==> src/rtl/mem_addr_seq.sv <==
// -----------------------------------------------------------------------------
// mem_addr_seq
//
// Memory-address source select and fixed-latency access sequencer. On an
// accepted start the selected source is registered onto addr_out and checked
// for alignment against the access size. An aligned request runs a LATENCY-cycle
// memory access (byte lanes and write strobe driven), followed by a one-cycle
// done pulse. A misaligned request produces a one-cycle misalign pulse and no
// memory access.
//
// Ports:
//   clk       in   single clock, rising edge
//   reset     in   synchronous active-high reset
//   sel       in   [SELW]        address source index, sampled with start
//   src       in   [NSRC*WIDTH]  flattened sources, source i = src[i*WIDTH +: WIDTH]
//   size      in   [2]           00 word, 01 half, 10 byte, 11 reserved
//   wr        in   access is a write, sampled with start
//   start     in   request an access, accepted only when idle
//   busy      out  access in progress (ACCESS or DONE)
//   done      out  one-cycle completion pulse
//   misalign  out  one-cycle rejection pulse
//   addr_out  out  [WIDTH]       registered selected address
//   byte_en   out  [4]           byte lanes, active during ACCESS
//   mem_wr    out  memory write strobe, active during ACCESS
// -----------------------------------------------------------------------------
module mem_addr_seq #(
   parameter int WIDTH   = 32,
   parameter int NSRC    = 4,
   parameter int SELW    = $clog2(NSRC),
   parameter int LATENCY = 1
) (
   input  logic                  clk,
   input  logic                  reset,
   input  logic [SELW-1:0]       sel,
   input  logic [NSRC*WIDTH-1:0] src,
   input  logic [1:0]            size,
   input  logic                  wr,
   input  logic                  start,
   output logic                  busy,
   output logic                  done,
   output logic                  misalign,
   output logic [WIDTH-1:0]      addr_out,
   output logic [3:0]            byte_en,
   output logic                  mem_wr
);

   typedef enum logic [1:0] {
      IDLE   = 2'd0,
      ACCESS = 2'd1,
      DONE   = 2'd2,
      ERR    = 2'd3
   } state_t;

   // Counter reload: the counter runs LATENCY-1 down to 0, one ACCESS cycle each.
   localparam logic [3:0] CNT_LOAD = 4'(LATENCY - 1);

   state_t           state_r;
   logic [3:0]       cnt_r;
   logic [SELW-1:0]  sel_idx_s;
   logic [WIDTH-1:0] src_arr_s [NSRC];
   logic [WIDTH-1:0] sel_addr_s;
   logic             misaligned_s;
   logic [3:0]       lanes_s;

   // Alignment rule for a given low address pair and access size.
   function automatic logic is_misaligned(input logic [1:0] low, input logic [1:0] sz);
      logic bad;
      case (sz)
         2'b00:   bad = (low != 2'b00);
         2'b01:   bad = low[0];
         2'b10:   bad = 1'b0;
         default: bad = 1'b1;   // reserved size is never a legal access
      endcase
      return bad;
   endfunction

   // Byte-lane mask for a given low address pair and access size.
   function automatic logic [3:0] lane_mask(input logic [1:0] low, input logic [1:0] sz);
      logic [3:0] m;
      case (sz)
         2'b00:   m = 4'b1111;
         2'b01:   m = low[1] ? 4'b1100 : 4'b0011;
         2'b10:   m = 4'b0001 << low;
         default: m = 4'b0000;
      endcase
      return m;
   endfunction

   // Unflatten the source bus into an indexable array.
   for (genvar i = 0; i < NSRC; i++) begin : g_src
      assign src_arr_s[i] = src[i*WIDTH +: WIDTH];
   end

   // Out-of-range selects fall back to source 0; only needed when NSRC is not a power of two.
   if ((1 << SELW) == NSRC) begin : g_sel_full
      assign sel_idx_s = sel;
   end else begin : g_sel_clamp
      assign sel_idx_s = (int'(sel) < NSRC) ? sel : {SELW{1'b0}};
   end

   // Selected address and its alignment/lane decode, consumed only on an accepted start.
   always_comb begin
      sel_addr_s   = src_arr_s[sel_idx_s];
      misaligned_s = is_misaligned(sel_addr_s[1:0], size);
      lanes_s      = lane_mask(sel_addr_s[1:0], size);
   end

   // Access sequencer: state, latency counter and all registered outputs.
   always_ff @(posedge clk) begin
      if (reset) begin
         state_r  <= IDLE;
         cnt_r    <= 4'd0;
         addr_out <= {WIDTH{1'b0}};
         byte_en  <= 4'b0000;
         mem_wr   <= 1'b0;
         busy     <= 1'b0;
         done     <= 1'b0;
         misalign <= 1'b0;
      end else begin
         case (state_r)
            IDLE: begin
               if (start) begin
                  // Address is latched even for a rejected request and held until the next start.
                  addr_out <= sel_addr_s;
                  if (misaligned_s) begin
                     state_r  <= ERR;
                     misalign <= 1'b1;
                  end else begin
                     state_r <= ACCESS;
                     cnt_r   <= CNT_LOAD;
                     busy    <= 1'b1;
                     byte_en <= lanes_s;
                     mem_wr  <= wr;
                  end
               end
            end
            ACCESS: begin
               if (cnt_r == 4'd0) begin
                  state_r <= DONE;
                  byte_en <= 4'b0000;
                  mem_wr  <= 1'b0;
                  done    <= 1'b1;
               end else begin
                  cnt_r <= cnt_r - 4'd1;
               end
            end
            DONE: begin
               state_r <= IDLE;
               done    <= 1'b0;
               busy    <= 1'b0;
            end
            ERR: begin
               state_r  <= IDLE;
               misalign <= 1'b0;
            end
            default: begin
               state_r  <= IDLE;
               cnt_r    <= 4'd0;
               byte_en  <= 4'b0000;
               mem_wr   <= 1'b0;
               busy     <= 1'b0;
               done     <= 1'b0;
               misalign <= 1'b0;
            end
         endcase
      end
   end

endmodule

==> config.mk <==
export PLATFORM = sky130hd
export DESIGN_NAME = mem_addr_seq
export DESIGN_NICKNAME = d
export VERILOG_FILES = /design/src/rtl/mem_addr_seq.sv
export SDC_FILE = /design/constraint.sdc
export NUM_CORES = 1
export LEC_CHECK = 0
export ABC_AREA = 1
export BUFFER_PORTS_ARGS = -buffer_cell sky130_fd_sc_hd__buf_2
export CORE_MARGIN = 2
export CORE_UTILIZATION = 44
export CTS_CLUSTER_DIAMETER = 100
export CTS_CLUSTER_SIZE = 24
export DETAILED_ROUTE_END_ITERATION = 12
export GPL_ROUTABILITY_DRIVEN = 0
export PLACE_DENSITY_LB_ADDON = 0.3
export SYNTH_ARGS = -nofsm -noshare
export SYNTH_HDL_FRONTEND = slang
export SYNTH_SLANG_ARGS = --single-unit
==> constraint.sdc <==
create_clock -name clk -period 1.7 [get_ports clk]
set_input_delay 0.17 -clock clk [delete_from_list [all_inputs] [get_ports clk]]
set_output_delay 0.17 -clock clk [all_outputs]
set_load 0.01 [all_outputs]
---- Word level (Yosys, flattened, before mapping) ----
Index checks and enable logic that the tools add are counted.
storage, ports and cells
  memories kept ........................... 0
  ROM bits ................................ 0
  RAM bits ................................ 0
  bits of input ports ..................... 136
  latch bits .............................. 0
  register bits after elaboration ......... 46
  word-level logic and storage cells ...... 68
  output and inout bits ................... 40
cells by class
  shift-type cells ........................ 1
  $lt $le $gt $ge ......................... 1
  mux-type cells .......................... 30
  div/mod/pow operators ................... 0
  reductions and logical operators ........ 16
  bitwise operators ....................... 1
  $mul .................................... 0
  equality and inequality tests ........... 10
  $add $sub $neg .......................... 1
operators with widths
  kind                                              number
  binary-select mux 32 bit (select 2 bit)           1
  two-way mux 32 bit                                2
  two-way mux 4 bit                                 7
  case mux 4 bit (2 select lines)                   2
  case mux 4 bit (3 select lines)                   1
  inequality test 2 bit, second input constant      5
  nonzero test 2 bit                                5
  two-way mux 1 bit                                 8
  case mux 1 bit (2 select lines)                   4
  AND reduction 4 bit                               2
  == test 2 bit, second input constant              3
  two-way mux 2 bit                                 3
  case mux 2 bit (3 select lines)                   1
  AND reduction 2 bit                               3
  AND reduction 3 bit                               2
  == test 2 x 1 -> 1 bit, second input constant     2
  logical NOT 2 bit                                 2
  logical NOT 4 bit                                 1
  << shifter 1 x 2 -> 4 bit, first input constant   1
  subtractor 4 x 1 -> 4 bit, second input constant  1
  >= comparator 3 bit, second input constant        1
  inverter 2 -> 3 bit                               1
  case mux 1 bit (3 select lines)                   1
  OR reduction 2 bit                                1

---- Longest topological paths before layout ----
Gate-level depths: netlist (run 1).
  word-level depth ........................ 9
  depth in mapped cells ................... 12
  gate-level depth less buffers ........... 12

---- Worst setup path before layout (run 1) ----
Ideal clock, no wire load.
  path kind ............................... reg2reg
  from .................................... reg cnt_r[0]
  to ...................................... reg byte_en[1]
  stages on the path, launching flop included .. 8
  path buffers ............................ 0
  path slack .............................. 0.341 ns
  period minus slack after synthesis ...... 1.359 ns
  arrival ................................. 1.246 ns
  library setup time ...................... 0.113 ns
  path through ............................ dfxtp_1 inv_1 ha_1 nand3_1 a21oi_1 nand3_2 nor2_1 nor2_1
between the ends
  longest elaborated chain between the ends .. 3
RTL lines
  what                                    RTL line  text
  from (decl)                             58        logic [3:0] cnt_r;
  from (signal assigned)                  144       cnt_r <= cnt_r - 4'd1;
  logical NOT 4 bit                       138       if (cnt_r == 4'd0) begin
  inequality test 2 bit (no source line)  n/a
  AND reduction 4 bit (no source line)    n/a
  to (signal assigned)                    132       byte_en <= lanes_s;
  to (decl)                               43        output logic [3:0] byte_en,
Every way passes these cells.
A chain may end at the register's enable or synchronous reset.

---- Worst setup path after layout (run 1) ----
  from .................................... reg cnt_r[0]
  to ...................................... reg cnt_r[1]
between the ends
  longest elaborated chain between the ends .. 3
  elaborated cells between the ends (all ways) .. 6
  classes of those cells .................. add/sub (1); eq/ne (1); mux (2); reduce/logical (2)
RTL lines
  what                                                                           RTL line
  subtractor 4 x 1 -> 4 bit / logical NOT 4 bit (equally long branches)          144, 138
  two-way mux 4 bit / inequality test 2 bit (equally long branches)              n/a
  case mux 4 bit (2 select lines) / AND reduction 4 bit (equally long branches)  n/a
Parallel ways exist; a longest one is shown, timed or not. The select of a mux whose other input is x is not followed.

==> flow_summary_export.csv, run 1 <==
group,metric,value,unit
timing,setup_violations,0,
worst_setup_path,startpoint_type,"flop",
floorplanning,die_height,85.0,um
drt,drt_iter0_markers,137,
place,placed_cells,710,
cts,cts_root_buffer,"clkbuf_8",
worst_setup_path,critPathLaunch,"cnt_r[0]",
synth,synth_seq_cells,46,
timing,hold_violations,0,
floorplanning,initial_utilization,45.5,%
drt,ant_nets,0,
worst_setup_path,cp_slowest_cell,"dfxtp_1",
synth,postSynthCellCount,481,
worst_setup_path,cp.buffers_inverters,1,
worst_setup_path,crit_type,"flop to flop",
drt,avgRoutedWirePerCell,12.5,um
outcome,status,"complete, no violations",
layout,final_cells,717,
cts,clk_latency,0.29,ns
timing,drv_slew,0,
grt,grt_pass1_wl,14.9,mm
timing,relSlewSlack,63.9,%
cts,cts_setup_buffers,0,
timing,setup_ws,0.181,ns
synth,yosysTopAreaCellShare,31.9,%
worst_setup_path,crit_required,1.93,ns
cts,cts_buffers,5,
drt,drt-total-wl,8.97,mm
place,place_hpwl,6.72,mm
synth,synth_top_flop_cell,"dfxtp_1",
timing,grt_setup_unrepaired,"no",
cts,clock-sinks,46,
worst_setup_path,path_delay_family,"simple AND/OR/NAND/NOR gates",
synth,synth_most_common_cell,"nor2_1",
worst_setup_path,endpoint_kind,"flop",
synth,syn_nets,619,
job,maxCapViolCount,0,
layout,finalNetCount,778,
worst_setup_path,worstPathArrival,1.75,ns
grt,grt_overflow_total,0,
worst_setup_path,path_max_fanout,5,
drt,vias_per_cell,5.14,
timing,fin_worst_skew,0.00517,ns
synth,synth_edf_count,0,
worst_setup_path,cpMostUsedCell,"nor2_1",
cts,cts_buffer_depth,2,
pwr,peakVddDrop,0.000502,V
worst_setup_path,critPathMaxStageDelay,0.33,ns
synth,yosysSeqAreaShare,31.9,%
timing,fin_crit_sh,89.4,%
synth,syn_area_per_cell,6.01,sq um
synth,synth_top_area_cell,"dfxtp_1",
drt,drtPass1Iterations,4,
floorplanning,die_x,85.0,um
timing,fmax,658,MHz
timing,worstMarginPinSlew,0.542,ns
synth,synth_area,2890,sq um
timing,finalSetupTns,0,ns
cts,path_clk_slew,0.08,ns
floorplanning,dieArea,7230,sq um
floorplanning,core,6350,sq um
worst_setup_path,r2r_start,"cnt_r[0]",
grt,grt_pass1_vias,3412,
pwr,power.density,865,nW/um^2
place,port_buffers,175,
drt,drcViolationCount,0,
worst_setup_path,path_cells,"inv_1, ha_1, nand3_1, nor2_1, nor2_1, nand3_2, nand2_1, nand2_1, nor2_1",
cts,ctsHtreeMaxLevel,2,
pwr,p_leak,2.18,nW
layout,antennaDiodeCount,0,
drt,vias,3682,
floorplanning,boundaryPins,176,
synth,yosysWarnings,0,
worst_hold_path,min-delay-start,"wr",
place,pre_cts_ws,0.156,ns
worst_hold_path,hp-class,"input pin to flop",
cts,cts_tree,"yes",
grt,grt_usage,24.8,%
synth,synth.top_cells.by_area,"dfxtp_1, nor2_1, o21ai_0, inv_1, o22ai_1",
timing,period_minus_slack,1.52,ns
floorplanning,rows,29,
synth,ys_async_sr_fraction,0,%
grt,grt_max_degree,61,
layout,drive_above_1_share,32.0,%
synth,synth_common_cells,"nor2_1, o21ai_0, inv_1",
grt,antenna_found_initial,0,
cts,ctsHoldBuffers,0,
layout,syn_to_final_growth,34.3,%
synth,synth_cell_types,23,
cell usage in the layout, fill, tap and decap left out:
master and count:
buf_2 175, nor2_1 139, o21ai_0 76, inv_1 52
dfxtp_1 46, nand2_1 44, o22ai_1 30, o21ai_1 17
nand4_1 9, buf_4 8, nand3_1 7, a21oi_1 7
nand3_2 6, inv_2 5, clkbuf_8 5, nand2_2 3
a21oi_2 2, ha_1 2, clkbuf_1 2, a21boi_0 1
and2_1 1, o21a_1 1, o31ai_1 1, buf_12 1
area by class of cell:
cell class | instances | area, sq um
clock buffer | 7 | 76.3
sequential | 46 | 921
fill | 637 | 2470
tap | 77 | 96.3
multi-input combinational | 346 | 1620
inverter | 57 | 214
timing repair buffer | 184 | 956
final timing paths:
check	end	slack, ns	cells after the start
max reg2reg	cnt_r[1]	0.18	9
min reg2reg	misalign	0.47	1
min	mem_wr	0.23	5
max	cnt_r[1]	0.18	9
metal layers:
metal | wire, um | global-route usage, % | up-vias
met4 | 273 | 10.2 | 0
li1 | - | - | 1874
met5 | 0 | 0 | -
met2 | 4130 | 41.5 | 184
met1 | 3840 | 30.3 | 1596
met3 | 723 | 6.23 | 28
power breakdown:
part           total, W  internal [W]  switching (W)
clock network  0.000637      0.000284       0.000353
logic           0.00136      0.000552       0.000806
registers       0.00136       0.00126      0.0000977
total           0.00336       0.00210        0.00126
tightest hold or removal path, stage by stage:
cell and delay, ns:
buf_2 0.08, nand2_1 0.04, nand4_1 0.07, nand2_1 0.05, nor2_1 0.07
cell families (layout without fill, tap and decap cells):
kind of cell,Yosys count,in the layout,share of synthesized area (%)
DFF,46,46,31.9
buffers and inverters,89,248,12.3
and+or+nand+nor,209,209,29.9
adders and majority gates,2,2,0.866
AOI/OAI and AO/OA,135,135,25.1
sequential cells by signal, indices dropped and copies added (netlist names):
name	cells
misalign	1
done	1
busy	1
state_r	2
byte_en	4
addr_out	32
mem_wr	1
cnt_r	4
per-stage QoR:
step	instance area (sq um)	util, %	hold WS [ns]	power (W)
2_1_floorplan	2890	-	0.414	0.00225
3_3_place_gp	3800	59.8	0.452	0.00271
3_5_place_dp	3800	59.8	0.453	0.00274
4_1_cts	3880	61.0	0.233	0.00337
5_1_grt	3880	61.1	0.253	0.00364
6_report	3880	61.1	0.228	0.00336
repair_timing:
item,in CTS,in global routing
resized for setup,0,1
endpoints found under the setup margin,0,5
endpoints found under the hold margin,0,0
Power figures use the tool's default switching activity.
==> run 2: changes to the inputs <==
--- a/config.mk
+++ b/config.mk
@@ -8,7 +8,7 @@
 export ABC_AREA = 1
 export BUFFER_PORTS_ARGS = -buffer_cell sky130_fd_sc_hd__buf_2
 export CORE_MARGIN = 2
-export CORE_UTILIZATION = 44
+export CORE_UTILIZATION = 47
 export CTS_CLUSTER_DIAMETER = 100
 export CTS_CLUSTER_SIZE = 24
 export DETAILED_ROUTE_END_ITERATION = 12
==> constraint.sdc (replaced) <==
create_clock -name clk -period 1.8 [get_ports clk]
set_input_delay 0.18 -clock clk [delete_from_list [all_inputs] [get_ports clk]]
set_output_delay 0.18 -clock clk [all_outputs]
set_load 0.01 [all_outputs]
==> run 2 against run 1 <==
Effect of this change: count of clock-buffer cells in the layout shrank 1; clock skew is 0.0049 ns higher; die area decreased by 6.1%; clock power grew 49%; critical path type unchanged; wire length up 0.75%; non-clock buffer count is 1 lower; setup slack improved by 0.042 ns; sequential power decreased by 5%; register-to-register slack gained 0.04 ns; flip-flop and latch count unchanged.
==> flow_summary_export.csv, run 2 (same netlist as run 1, synthesis figures left out) <==
group,metric,value,unit
outcome,status,"complete, no violations",
grt,antenna_found_initial,0,
drt,drt-total-wl,9.04,mm
drt,vias_per_cell,5.10,
layout,finalInstanceArea,3930,sq um
layout,layout_common_cells,"buf_2, nor2_1, o21ai_0",
grt,grt_pass1_wl,14.1,mm
place,placed_cells,707,
floorplanning,die_height,82.4,um
drt,drt_iter0_markers,129,
place,port_buffers,175,
pwr,switchingPower,0.00121,W
place,place_hpwl,6.81,mm
pwr,p_comb_share,36.3,%
timing,fmax,634,MHz
floorplanning,rows,28,
grt,grt_pass1_vias,3247,
drt,ant_nets,0,
worst_setup_path,critPathMaxStageDelay,0.37,ns
cts,cts_root_buffer,"clkbuf_8",
cts,path_clk_slew,0.09,ns
drt,drtPass1Iterations,5,
layout,syn_to_final_growth,36.1,%
floorplanning,initial_utilization,48.8,%
cts,clock-sinks,46,
timing,grt_setup_unrepaired,"no",
timing,fin_crit_sh,87.7,%
worst_setup_path,startpoint_type,"flop",
cts,clk_latency,0.30,ns
worst_setup_path,cp.buffers_inverters,2,
layout,final_cells,715,
timing,drv_slew,0,
pwr,peakVddDrop,0.000600,V
worst_setup_path,crit_required,2.04,ns
cts,cts_resized,0,
floorplanning,core,5920,sq um
worst_setup_path,path_max_fanout,6,
layout,largest_reg_flops,32,
timing,finalSetupTns,0,ns
worst_setup_path,endpoint_kind,"flop",
worst_setup_path,path_cells,"inv_1, ha_1, nand3_1, a21oi_1, nand3_2, nand2_1, inv_1, nor2_1",
pwr,finalPower,0.00351,W
worst_hold_path,hp-class,"input pin to flop",
grt,grt_max_degree,61,
cts,cts_buffers,5,
worst_setup_path,cp_slowest_cell,"a21oi_1",
floorplanning,boundaryPins,176,
floorplanning,die_x,82.4,um
grt,grt_overflow_total,0,
grt,grt_usage,26.8,%
layout,finalNetCount,777,
pwr,power.density,893,nW/um^2
pwr,switching_share,34.5,%
cts,cts_setup_buffers,0,
timing,relSlewSlack,65.6,%
layout,registers.top_by_ff_count,"addr_out",
cts,ctsHtreeMaxLevel,2,
worst_setup_path,path_delay_family,"simple AND/OR/NAND/NOR gates",
drt,drcViolationCount,0,
timing,period_minus_slack,1.58,ns
timing,setup_violations,0,
timing,fin_worst_skew,0.0101,ns
layout,antennaDiodeCount,0,
place,placed_area,3790,sq um
floorplanning,dieArea,6790,sq um
pwr,intPower,0.00230,W
pwr,clkPwrFrac,27.0,%
layout,fillers,583,
worst_setup_path,worstPathArrival,1.82,ns
worst_setup_path,cpMostUsedCell,"inv_1",
drt,avgRoutedWirePerCell,12.6,um
layout,top_regs,"addr_out: 32 flops, byte_en: 4 flops, cnt_r: 4 flops",
cts,cts_buffer_depth,2,
drt,vias,3650,
timing,hold_violations,0,
pwr,pwr-share-seq,36.7,%
layout,drive_above_1_share,32.2,%
cts,ctsHoldBuffers,0,
layout,final_common_cell,"buf_2",
pwr,p_leak,2.21,nW
timing,worstMarginPinSlew,0.515,ns
worst_setup_path,crit_type,"flop to flop",
cts,cts_tree,"yes",
job,maxCapViolCount,0,
## run 2: path summary, 6_finish.rpt
check / from / to / slack [ns] / cells past startpoint
worst max-delay path: cnt_r[0] / byte_en[3] / 0.22 / 8
worst min-delay path: wr / mem_wr / 0.22 / 5
worst max register to register: cnt_r[0] / byte_en[3] / 0.22 / 8
worst min register to register: busy / busy / 0.49 / 2
## run 2: area by class of cell
cell class,instances,area (sq um),share of cell area (%)
Clock inverter,2,60.1,1.53
Timing Repair Buffer,183,948,24.1
Sequential cell,46,921,23.4
Clock buffer,6,82.6,2.10
Multi-Input combinational cell,346,1610,41.0
Tap cell,75,93.8,2.39
Inverter,57,214,5.44
## run 2: through the flow
stage	hold WS (ns)	worst slack (ns)	util [%]
after CTS	0.221	0.220	66.4
after detailed placement	0.478	0.216	64.0
final	0.224	0.222	66.4
after global routing	0.241	0.0235	66.4
after global placement	0.447	0.319	64.0
after floorplan	0.424	0.441	-
## run 2: worst register-to-register path: stages (launching register included)
cell and delay (ns):
dfxtp_1 0.32, inv_1 0.12, ha_1 0.16, nand3_1 0.13, a21oi_1 0.37, nand3_2 0.19
nand2_1 0.10, inv_1 0.04, nor2_1 0.10
## run 2: power groups by stage
stage	combinational (W)	clock [W]	sequential, W
after floorplan	0.000754	0	0.00137
after global placement	0.00125	0	0.00130
after detailed placement	0.00127	0	0.00131
after CTS	0.00128	0.000962	0.00129
after global routing	0.00146	0.00100	0.00131
final	0.00128	0.000948	0.00129
## run 2: layer usage
metal / global-route usage [%] / share of wire (%) / wire length (um)
met1: 30.0 / 40 / 3610
met2: 48.1 / 49 / 4420
met3: 7.50 / 8.8 / 796
met4: 9.83 / 2.3 / 208
met5: 0 / 0 / 0
